--- src/rtl/outvc_alloc_table_pkg.sv ---
// Shared definitions for the output-VC allocation table and the update_release-side logic.
// Holds the VC state encoding, the credit-width check and small bit-vector helpers.
package outvc_alloc_table_pkg;

    typedef enum logic [1:0] {
        VC_FREE     = 2'd0,
        VC_ACTIVE   = 2'd1,
        VC_DRAINING = 2'd2
    } vc_state_e;

    // The credit counter must be able to hold buf_depth itself.
    function automatic bit credit_w_ok(input int unsigned depth, input int unsigned width);
        return (64'd1 << width) > 64'(depth);
    endfunction

    function automatic int unsigned onehot_to_index(input logic [31:0] vec);
        int unsigned idx;
        idx = 0;
        for (int unsigned i = 0; i < 32; i++) begin
            if (vec[i]) idx = idx | i;
        end
        return idx;
    endfunction

    function automatic int unsigned lowest_set_bit(input logic [31:0] vec);
        int unsigned idx;
        bit          found;
        idx   = 0;
        found = 1'b0;
        for (int unsigned i = 0; i < 32; i++) begin
            if (vec[i] && !found) begin
                idx   = i;
                found = 1'b1;
            end
        end
        return idx;
    endfunction

endpackage

--- src/rtl/outvc_alloc_table_entry.sv ---
// One output VC: FREE/ACTIVE/DRAINING state machine, downstream credit counter and owner fields.
module outvc_entry
    import outvc_alloc_table_pkg::*;
#(
    parameter int unsigned buf_depth = 4,
    parameter int unsigned credit_w  = 3,
    parameter int unsigned port_w    = 3,
    parameter int unsigned vc_w      = 4
) (
    input  logic              clk,
    input  logic              rs,
    input  logic              alloc,
    input  logic [port_w-1:0] alloc_port,
    input  logic [vc_w-1:0]   alloc_invc,
    input  logic              send,
    input  logic              send_tail,
    input  logic              credit_ret,
    output logic              busy,
    output logic              has_credit,
    output logic [port_w-1:0] owner_port,
    output logic [vc_w-1:0]   owner_invc,
    output logic              err
);

    localparam logic [credit_w-1:0] full = credit_w'(buf_depth);
    localparam logic [credit_w-1:0] one  = credit_w'(1);

    vc_state_e           state, state_nx;
    logic [credit_w-1:0] cnt, cnt_nx;
    logic                cnt_err, misuse;

    // A send and a return in the same cycle cancel, so neither bound is checked then.
    always_comb begin
        cnt_nx  = cnt;
        cnt_err = 1'b0;
        if (send && !credit_ret) begin
            if (cnt == '0) cnt_err = 1'b1;
            else           cnt_nx  = cnt - one;
        end else if (!send && credit_ret) begin
            if (cnt == full) cnt_err = 1'b1;
            else             cnt_nx  = cnt + one;
        end
    end

    always_comb begin
        state_nx = state;
        misuse   = 1'b0;
        case (state)
            VC_FREE: begin
                if (alloc) state_nx = VC_ACTIVE;
                if (send)  misuse   = 1'b1;
            end
            VC_ACTIVE: begin
                if (send && send_tail)
                    state_nx = (cnt_nx == full) ? VC_FREE : VC_DRAINING;
            end
            VC_DRAINING: begin
                if (cnt_nx == full) state_nx = VC_FREE;
                if (send)           misuse   = 1'b1;
            end
            default: state_nx = VC_FREE;
        endcase
    end

    always_ff @(posedge clk or posedge rs) begin
        if (rs) begin
            state      <= VC_FREE;
            cnt        <= full;
            owner_port <= '0;
            owner_invc <= '0;
        end else begin
            state <= state_nx;
            cnt   <= cnt_nx;
            if (alloc && state == VC_FREE) begin
                owner_port <= alloc_port;
                owner_invc <= alloc_invc;
            end
        end
    end

    assign busy       = (state != VC_FREE);
    assign has_credit = (cnt != '0);
    assign err        = cnt_err | misuse;

endmodule

--- src/rtl/outvc_alloc_table.sv ---
// Per-output-port VC table: picks the lowest free allowed VC, registers the grant,
// and exposes busy tags, credit availability, owner lookup and a sticky error flag.
module outvc_alloc_table
    import outvc_alloc_table_pkg::*;
#(
    parameter int unsigned no_inport                   = 6,
    parameter int unsigned floorplusone_log2_no_inport = 3,
    parameter int unsigned no_vc                       = 13,
    parameter int unsigned floorplusone_log2_no_vc     = 4,
    parameter int unsigned buf_depth                   = 4,
    parameter int unsigned credit_w                    = 3
) (
    input  logic                                   clk,
    input  logic                                   rs,
    input  logic                                   update_en,
    input  logic [floorplusone_log2_no_vc-1:0]     vc_no,
    input  logic [no_vc-1:0]                       allowed_vcs,
    input  logic [no_inport-1:0]                   port_no_vec,
    input  logic                                   send_en,
    input  logic [floorplusone_log2_no_vc-1:0]     send_vc,
    input  logic                                   send_tail,
    input  logic [no_vc-1:0]                       credit_in,
    input  logic [floorplusone_log2_no_vc-1:0]     lookup_vc,
    output logic [no_vc-1:0]                       tags,
    output logic [no_vc-1:0]                       has_credit,
    output logic                                   grant_valid,
    output logic [floorplusone_log2_no_vc-1:0]     grant_outvc,
    output logic [floorplusone_log2_no_inport-1:0] grant_port,
    output logic                                   alloc_fail,
    output logic [floorplusone_log2_no_inport-1:0] lookup_port,
    output logic [floorplusone_log2_no_vc-1:0]     lookup_invc,
    output logic                                   credit_err
);

    localparam int unsigned port_w = floorplusone_log2_no_inport;
    localparam int unsigned vc_w   = floorplusone_log2_no_vc;

    if (!credit_w_ok(buf_depth, credit_w)) begin : g_bad_credit_w
        $error("credit_w too narrow to hold buf_depth");
    end

    logic [no_vc-1:0]  cand, alloc_vec, err_vec;
    logic              req_ok;
    logic [vc_w-1:0]   pick;
    logic [port_w-1:0] req_port;
    logic [port_w-1:0] owner_port [no_vc];
    logic [vc_w-1:0]   owner_invc [no_vc];

    assign cand     = allowed_vcs & ~tags;
    assign req_ok   = update_en && (cand != '0) && $onehot(port_no_vec);
    assign pick     = vc_w'(lowest_set_bit(32'(cand)));
    assign req_port = port_w'(onehot_to_index(32'(port_no_vec)));

    always_comb begin
        alloc_vec = '0;
        for (int unsigned v = 0; v < no_vc; v++) begin
            if (req_ok && pick == vc_w'(v)) alloc_vec[v] = 1'b1;
        end
    end

    for (genvar v = 0; v < no_vc; v++) begin : g_vc
        outvc_entry #(
            .buf_depth (buf_depth),
            .credit_w  (credit_w),
            .port_w    (port_w),
            .vc_w      (vc_w)
        ) u_entry (
            .clk        (clk),
            .rs         (rs),
            .alloc      (alloc_vec[v]),
            .alloc_port (req_port),
            .alloc_invc (vc_no),
            .send       (send_en && send_vc == vc_w'(v)),
            .send_tail  (send_tail),
            .credit_ret (credit_in[v]),
            .busy       (tags[v]),
            .has_credit (has_credit[v]),
            .owner_port (owner_port[v]),
            .owner_invc (owner_invc[v]),
            .err        (err_vec[v])
        );
    end

    always_ff @(posedge clk or posedge rs) begin
        if (rs) begin
            grant_valid <= 1'b0;
            grant_outvc <= '0;
            grant_port  <= '0;
            alloc_fail  <= 1'b0;
            credit_err  <= 1'b0;
        end else begin
            grant_valid <= req_ok;
            grant_outvc <= req_ok ? pick : '0;
            grant_port  <= req_ok ? req_port : '0;
            alloc_fail  <= update_en && !req_ok;
            credit_err  <= credit_err | (|err_vec);
        end
    end

    // Addresses beyond no_vc read as zero.
    always_comb begin
        lookup_port = '0;
        lookup_invc = '0;
        for (int unsigned v = 0; v < no_vc; v++) begin
            if (lookup_vc == vc_w'(v)) begin
                lookup_port = owner_port[v];
                lookup_invc = owner_invc[v];
            end
        end
    end

endmodule

--- config.mk ---
export PLATFORM = sky130hd
export DESIGN_NAME = outvc_alloc_table
export DESIGN_NICKNAME = d
export VERILOG_FILES = /design/src/rtl/outvc_alloc_table_pkg.sv /design/src/rtl/outvc_alloc_table_entry.sv /design/src/rtl/outvc_alloc_table.sv
export SDC_FILE = /design/constraint.sdc
export NUM_CORES = 1
export LEC_CHECK = 0
export ABC_AREA = 1
export ABC_CLOCK_PERIOD_IN_PS = 6000
export BUFFER_PORTS_ARGS = -buffer_cell sky130_fd_sc_hd__buf_4
export CAP_MARGIN = 10
export CORE_MARGIN = 2
export CORE_UTILIZATION = 45
export CTS_CLUSTER_DIAMETER = 40
export CTS_CLUSTER_SIZE = 24
export DETAILED_ROUTE_END_ITERATION = 6
export GPL_ROUTABILITY_DRIVEN = 0
export SLEW_MARGIN = 0
export SYNTH_ARGS = -nofsm -noshare
export SYNTH_HDL_FRONTEND = slang
export SYNTH_SLANG_ARGS = --single-unit
export TNS_END_PERCENT = 5
--- constraint.sdc ---
create_clock -name clk -period 6 [get_ports clk]
set_input_delay 0.3 -clock clk [delete_from_list [all_inputs] [get_ports clk]]
set_output_delay 0.3 -clock clk [all_outputs]
set_load 0.02 [all_outputs]
==> metrics.txt, run 1 <==
remaining antenna violation count=0; vias=8,648; post-synthesis adder-cell area fraction=5.50%; Reg-to-Reg Start=g_vc[9].u_entry.state[0]; routing usage on met3=3.81%; Area Growth Syn to Fin=12.6%; Die X=154 um; max_slew headroom=28.0%; Unique masters post-synth=47; Reg2Reg Depth=7; port bufs=91; setup bufs post-CTS=0; overall power=4.61 mW; final setup margin=2.66 ns; Clk pin slew, worst setup/hold paths=0.07 ns; H-tree Lvls=4; synthesized area=10,200 um2; # rows=55; Slew @ Worst Pin=1.08 ns; setup TNS=0 ns; Die Span Y=154 um; Sw Pwr=1.86 mW; EDFF count, synth=0; CP delay by family, top=adder cells; post-synth top area cell=dfrtp_1; worst stage delay on the critical path=0.53 ns; Gate power share=39.5%; CTS tree=built; layout cells sized above 1=16.3%; CP max FO=16; clock sinks=166; Avg Vias per Cell=5.10; worst hold start=update_en; DRC=0; Sw Ratio=40.3%; Ant. Diodes=0; ys async rst share=100%; synthesized instance count=1,334; WP buf/inv=4; Endpoint, Worst Hold=alloc_fail; initial antenna violation count=0; # IOs=92; sequential-to-total area share from yosys stat=40.9%; RSZ-0062 raised after global routing=false; routing usage on met1=29.9%; CP Capture Type=flop; XOR/XNOR Fraction of Synth Area=1.89%; HP Class=input pin to flop; dominant cells by area after synthesis=dfrtp_1, nand2_1, inv_1, ha_1, nand3_1; dpl cell area=10,900 um2; Flop pwr share=37.2%; r2r setup slk=3.60 ns; Clock Path Buffers=2; stages on the worst setup path=14; worst skew pair latency=0.44 ns; grt ovf=0; gr usage total=22.5%; Synth top area share=37.6%; RR Endpoint=g_vc[1].u_entry.owner_port[0]; Max Cap Viol=0; Root Buffer=clkbuf_16; syn_nets=1,426; commonest non-fill, non-tap cell in the layout=nand2_1; WHS=0.176 ns; critical path launch point type=input pin; leakage power=6.02 nW; FF+latch count, synth=166; Yosys warnings=0; placed cell count=1,664; min cycle time layout=3.34 ns; mux contribution to synthesized area=0%; Final period util=55.7%; hold depth=3; Final Slew Violations=0; met2 Use GR=37.8%; Compound-Gate Fraction of Synth Area=12.2%; DP HPWL=19,600 um; Worst Path Required=6.34 ns; Synth Area in Simple Gates=28.6%; core area=22,400 um2; PwrDens=402 nW/um2; crit path kind=input pin to flop; Initial Utilization=45.4%; GR peak layer=met2; mean area per synthesized cell=7.64 um2; DP Worst Slack=2.20 ns; cell-internal power=2.75 mW; first-pass GRT wire length=42,200 um; ys flop type=dfrtp_1; largest family of logic cells by synthesized area=simple AND/OR/NAND/NOR gates; DRT Pass-1 Iters=6; crit-path cells=buf_4 > fa_1 > inv_1 > fa_1 > inv_1 > ha_1 > fa_1 > nor2_1 > nand2_1 > nor2_1 > inv_1 > nor2_8 > nand4_2 > o21ai_0; largest net degree at the start of global routing=80; Final Instance Area=11,500 um2; Worst path slowest cell=fa_1; clock share of power=23.3%; DIE AREA=23,900 um2; Fmax achieved=299 MHz; Iter 0 DRT Violations=597; count of final setup violators=0; Nets=1,491; wirelength, routed=25,800 um; skew final=0.0170 ns; vias in the first global route=8,258; Fillers=2,188; drt wl/cell=15.2 um; CP arrival=3.68 ns; status=finished clean; worst-case vdd ir drop=0.000207 V; post-layout util=51.1%; Hold Vio Cnt, Final=0; commonest non-fill, non-tap cells in the layout=nand2_1, inv_1, dfrtp_1; TritonCTS Buffers=17; post-layout instance count excluding filler cells=1,695
==> worst reg2reg max path, cell delays in order, from the launching register on <==
cell and delay (ns):
dfrtp_1 0.40, nor2_1 0.30, nand2_1 0.23, nand4_1 0.20
nor3_4 0.08, nor2_8 0.37, nand4_2 0.43, o21ai_0 0.30
==> Yosys cell counts, drive strengths merged, types with 13 or more instances <==
| cell | n |
|---|---|
| nor2 | 108 |
| nand3 | 96 |
| o22ai | 16 |
| nand2 | 371 |
| dfrtp | 153 |
| ha | 40 |
| dfstp | 13 |
| o21ai | 139 |
| nand4 | 28 |
| buf | 41 |
| a21oi | 43 |
| inv | 197 |
==> registers in the layout, summed over array words and instances, names as in the netlist <==
name and count:
alloc_fail 1, credit_err 1, g_vc.u_entry.cnt 39, g_vc.u_entry.owner_invc 52, g_vc.u_entry.owner_port 39, g_vc.u_entry.state 26, grant_outvc 4, grant_port 3
grant_valid 1
==> layer usage <==
layer	wire, um	vias to the layer above
met4	532	0
li1	-	4398
met1	11800	4004
met5	0	-
met2	12300	208
met3	1150	38
==> what timing repair did <==
item / CTS / global route
gates resized for setup: 0 / 0
hold buffers: 1 / 0
hold endpoints to repair: 36 / 0
==> cell type report <==
class | instances | area (um2) | area share (%)
inverter | 198 | 748 | 6.52
timing repair buffer | 97 | 731 | 6.37
clock inverter | 13 | 138 | 1.20
multi-input combinational | 919 | 4900 | 42.7
tap | 285 | 357 | 3.11
sequential | 166 | 4170 | 36.4
clock buffer | 17 | 425 | 3.71
==> cell families after synthesis <==
kind of cell / after synthesis
simple gates: 630
buf+inv: 249
compound gates: 224
flops: 166
fa+ha+maj: 43
xor+xnor: 22
==> worst max path at each step <==
stage	from	endpoint	slack [ns]
final	port_no_vec[0]	g_vc[1].u_entry.owner_port[0]	2.66
after global routing	port_no_vec[0]	g_vc[10].u_entry.state[1]	2.35
after CTS	port_no_vec[0]	g_vc[10].u_entry.state[1]	2.65
after detailed placement	port_no_vec[0]	g_vc[1].u_entry.owner_invc[2]	2.20
after global placement	port_no_vec[0]	g_vc[10].u_entry.state[1]	2.27
after floorplan	rs	alloc_fail	1.23
==> power groups by stage <==
stage,Sequential [mW],Combinational (mW),Clock [mW]
floorplan,1.67,1.45,0
global placement,1.73,1.79,0
detailed placement,1.73,1.83,0
global route,1.76,2.09,1.15
finish,1.72,1.82,1.07
CTS,1.72,1.84,1.10
Note: power is estimated with default switching activity, not from simulation.
==> inputs of run 2 (changes only) <==
- ABC_AREA: 1 -> 0
- ABC_CLOCK_PERIOD_IN_PS: 6000 -> 3100
- clock period: 6 -> 3.1 ns (I/O delays scaled with it)
==> run 2 against run 1 <==
  * The flow now finishes with violations (setup timing)
  * Flip-flop and latch count unchanged
  * Worst hold slack worse by 0.16 ns
  * Synthesized cell count down 23%
  * Die area up 0.25%
  * Sequential power up 99%
  * Synthesized area up 0.26%
  * Via count down 6.6%
  * Design area up 5.4%
  * Sequential share of layout area down 1.9 points
  * Clock-buffer cell count unchanged
  * Critical endpoint is now g_vc[9].u_entry.owner_port[2]
  * Largest power group unchanged
  * Highest routed layer unchanged
==> metrics.txt, run 2 <==
vias in the first global route=8,064 (was 8,258); Ant. Diodes=0 (unchanged); Final Slew Violations=0 (unchanged); CP Capture Type=flop (unchanged); FF+latch count, synth=166 (unchanged); Worst Path Required=3.41 ns (was 6.34 ns); layout cells sized above 1=29.5% (was 16.3%); H-tree Lvls=4 (unchanged); final setup margin=-0.204 ns (was 2.66 ns); Die X=155 um (was 154 um); EDFF count, synth=0 (unchanged); max_slew headroom=56.8% (was 28.0%); drt wl/cell=18.6 um (was 15.2 um); Slew @ Worst Pin=0.646 ns (was 1.08 ns); dominant cells by area after synthesis=dfrtp_1, mux2_2, ha_1, dfstp_2, nand2_1 (was dfrtp_1, nand2_1, inv_1, ha_1, nand3_1); commonest non-fill, non-tap cells in the layout=dfrtp_1, buf_4, nand2_1 (was nand2_1, inv_1, dfrtp_1); RR Endpoint=g_vc[2].u_entry.owner_port[1] (was g_vc[1].u_entry.owner_port[0]); min cycle time layout=3.30 ns; RSZ-0062 raised after global routing=true (was false); post-layout instance count excluding filler cells=1,416 (was 1,695); ys async rst share=100% (unchanged); Unique masters post-synth=80 (was 47); count of final setup violators=48 (was 0); HP Class=input pin to flop (unchanged); gr usage total=22.7% (was 22.5%); area of the multi-input gates=5460 um2 (was 4900 um2); Root Buffer=clkbuf_16 (unchanged); vias=8,081 (was 8,648); Clk pin slew, worst setup/hold paths=0.07 ns (about the same); CP max FO=8 (was 16); post-synth top area cell=dfrtp_1 (unchanged); Top cell by count, worst path=fa_1; largest net degree at the start of global routing=89 (was 80); r2r setup slk=0.32 ns (was 3.60 ns); Initial Utilization=45.5% (was 45.4%); # IOs=92 (unchanged); clock sinks=166 (unchanged); grt ovf=0 (unchanged); port bufs=91 (unchanged); PwrDens=773 nW/um2 (was 402 nW/um2); Area Growth Syn to Fin=18.4% (was 12.6%); Synth top area share=37.5% (was 37.6%); WHS=0.0174 ns (was 0.176 ns); placed cell count=1,378 (was 1,664); crit-path cells=buf_6 > fa_1 > inv_1 > fa_1 > inv_1 > ha_2 > fa_1 > nor4bb_2 > buf_4 > nand4_1 > or3_4 > nor2_4 > mux2_2 (was buf_4 > fa_1 > inv_1 > fa_1 > inv_1 > ha_1 > fa_1 > nor2_1 > nand2_1 > nor2_1 > inv_1 > nor2_8 > nand4_2 > o21ai_0); syn_nets=1,122 (was 1,426); critical path launch point type=input pin (unchanged); CTS tree=built (unchanged); DIE AREA=23,900 um2 (about the same); Reg2Reg Depth=8 (was 7); Register Area=4170 um2 (unchanged); DP HPWL=19,300 um (was 19,600 um); leakage power=5.55 nW (was 6.02 nW); core area=22,400 um2 (unchanged); Top Registers=g_vc.u_entry.owner_invc: 52 flops, g_vc.u_entry.cnt: 39 flops, g_vc.u_entry.owner_port: 39 flops (unchanged); most numerous cell in the Yosys netlist=dfrtp_1 (was nand2_1); sequential-to-total area share from yosys stat=40.8% (was 40.9%); Fillers=2,021 (was 2,188); TritonCTS Buffers=17 (unchanged); Nets=1,210 (was 1,491); worst skew pair latency=0.44 ns (about the same); DRT Pass-1 Iters=5 (was 6); mean area per synthesized cell=9.91 um2 (was 7.64 um2); Iter 0 DRT Violations=480 (was 597); stages on the worst setup path=13 (was 14); Most flops, register=g_vc.u_entry.owner_invc (unchanged); Reg-to-Reg Start=g_vc[1].u_entry.state[0] (was g_vc[9].u_entry.state[0]); Die Span Y=155 um (was 154 um); Final period util=107%; DRC=0 (unchanged); skew final=0.0105 ns (was 0.0170 ns); Worst path slowest cell=fa_1 (unchanged); Max Cap Viol=0 (unchanged); CP arrival=3.62 ns (was 3.68 ns); crit path kind=input pin to flop (unchanged); remaining antenna violation count=0 (unchanged); crit path launch=port_no_vec[0] (unchanged); Final Instance Area=12,100 um2 (was 11,500 um2); # rows=55 (unchanged); leading post-synthesis cells by instance count=dfrtp_1, mux2_2, nand2_1 (was nand2_1, inv_1, dfrtp_1); Hold Vio Cnt, Final=0 (unchanged); synthesized area=10,200 um2 (about the same); ys flop type=dfrtp_1 (unchanged); failing checks=setup timing; wirelength, routed=26,300 um (was 25,800 um); Avg Vias per Cell=5.71 (was 5.10); CP delay by family, top=adder cells (unchanged); synthesized instance count=1,030 (was 1,334); WP buf/inv=4 (unchanged); first-pass GRT wire length=42,900 um (was 42,200 um); status=complete, but fails checks (was finished clean); Fmax achieved=303 MHz; worst-case vdd ir drop=0.000421 V (was 0.000207 V); setup TNS=-5.45 ns (was 0 ns); commonest non-fill, non-tap cell in the layout=dfrtp_1 (was nand2_1); dpl cell area=11,300 um2 (was 10,900 um2); CP Capture Point=g_vc[9].u_entry.owner_port[2] (was g_vc[1].u_entry.owner_port[0]); Largest register FFs=52 (unchanged); Clock Path Buffers=2 (unchanged); Yosys warnings=0 (unchanged); worst stage delay on the critical path=0.53 ns (about the same); initial antenna violation count=0 (unchanged)
run 2: cells by family (layout without fill, tap and decap cells):
group | Yosys count | after routing | share of synthesized area (%)
AOI/OAI and AO/OA | 197 | 197 | 13.1
and+or+nand+nor | 341 | 341 | 18.3
buffers and inverters | 147 | 248 | 6.49
muxes | 119 | 119 | 14.3
DFF | 166 | 166 | 40.8
adders and majority gates | 43 | 43 | 5.49
xor gates and xnor gates | 17 | 17 | 1.46
run 2: final cells by class:
class / count / area share, %
timing repair buffer: 139 / 9.75
multi-input combinational: 717 / 45.2
inverter: 77 / 2.42
sequential: 166 / 34.5
clock inverter: 15 / 1.72
clock buffer: 17 / 3.52
tap: 285 / 2.95
run 2: timing repair:
| action | CTS | global route |
|---|---|---|
| gates resized for setup | 11 | 13 |
| pin swaps | 4 | 3 |
| buffers inserted | 1 | 2 |
| setup endpoints to repair | 39 | 51 |
| hold buffers | 3 | 0 |
| endpoints found under the hold margin | 20 | 0 |
run 2: worst min path at each step:
stage                        endpoint  cells after the start    startpoint  slack (ns)
2_1_floorplan              alloc_fail                      1     update_en        0.28
3_3_place_gp               alloc_fail                      2            rs        0.22
3_5_place_dp               alloc_fail                      2            rs        0.21
4_1_cts        g_vc[8].u_entry.cnt[1]                      2  credit_in[8]      0.0007
5_1_grt        g_vc[8].u_entry.cnt[1]                      2  credit_in[8]        0.02
6_report       g_vc[8].u_entry.cnt[1]                      2  credit_in[8]        0.02
run 2: per-stage QoR:
stage	power, mW	util [%]	worst slack [ns]
after floorplan	6.12	-	-0.592
after global placement	6.97	50.4	-0.708
after detailed placement	7.04	50.4	-0.756
after CTS	9.35	53.6	-0.188
after global routing	10.0	53.9	-0.345
final	9.34	53.9	-0.204
run 2: layer usage:
metal	global-route usage, %	routed length [um]	vias to the layer above
li1	-	-	3854
met4	7.01	493	0
met2	34.1	11600	182
met1	33.9	13000	4015
met5	0	0	-
met3	3.59	1240	30
run 2: report_power, final:
group	internal, mW	total, mW	switching, mW	leakage (nW)
clock network	1.24	2.27	1.03	0.306
registers	2.89	3.42	0.528	2.15
logic	1.70	3.65	1.95	3.10
total	5.84	9.34	3.51	5.55
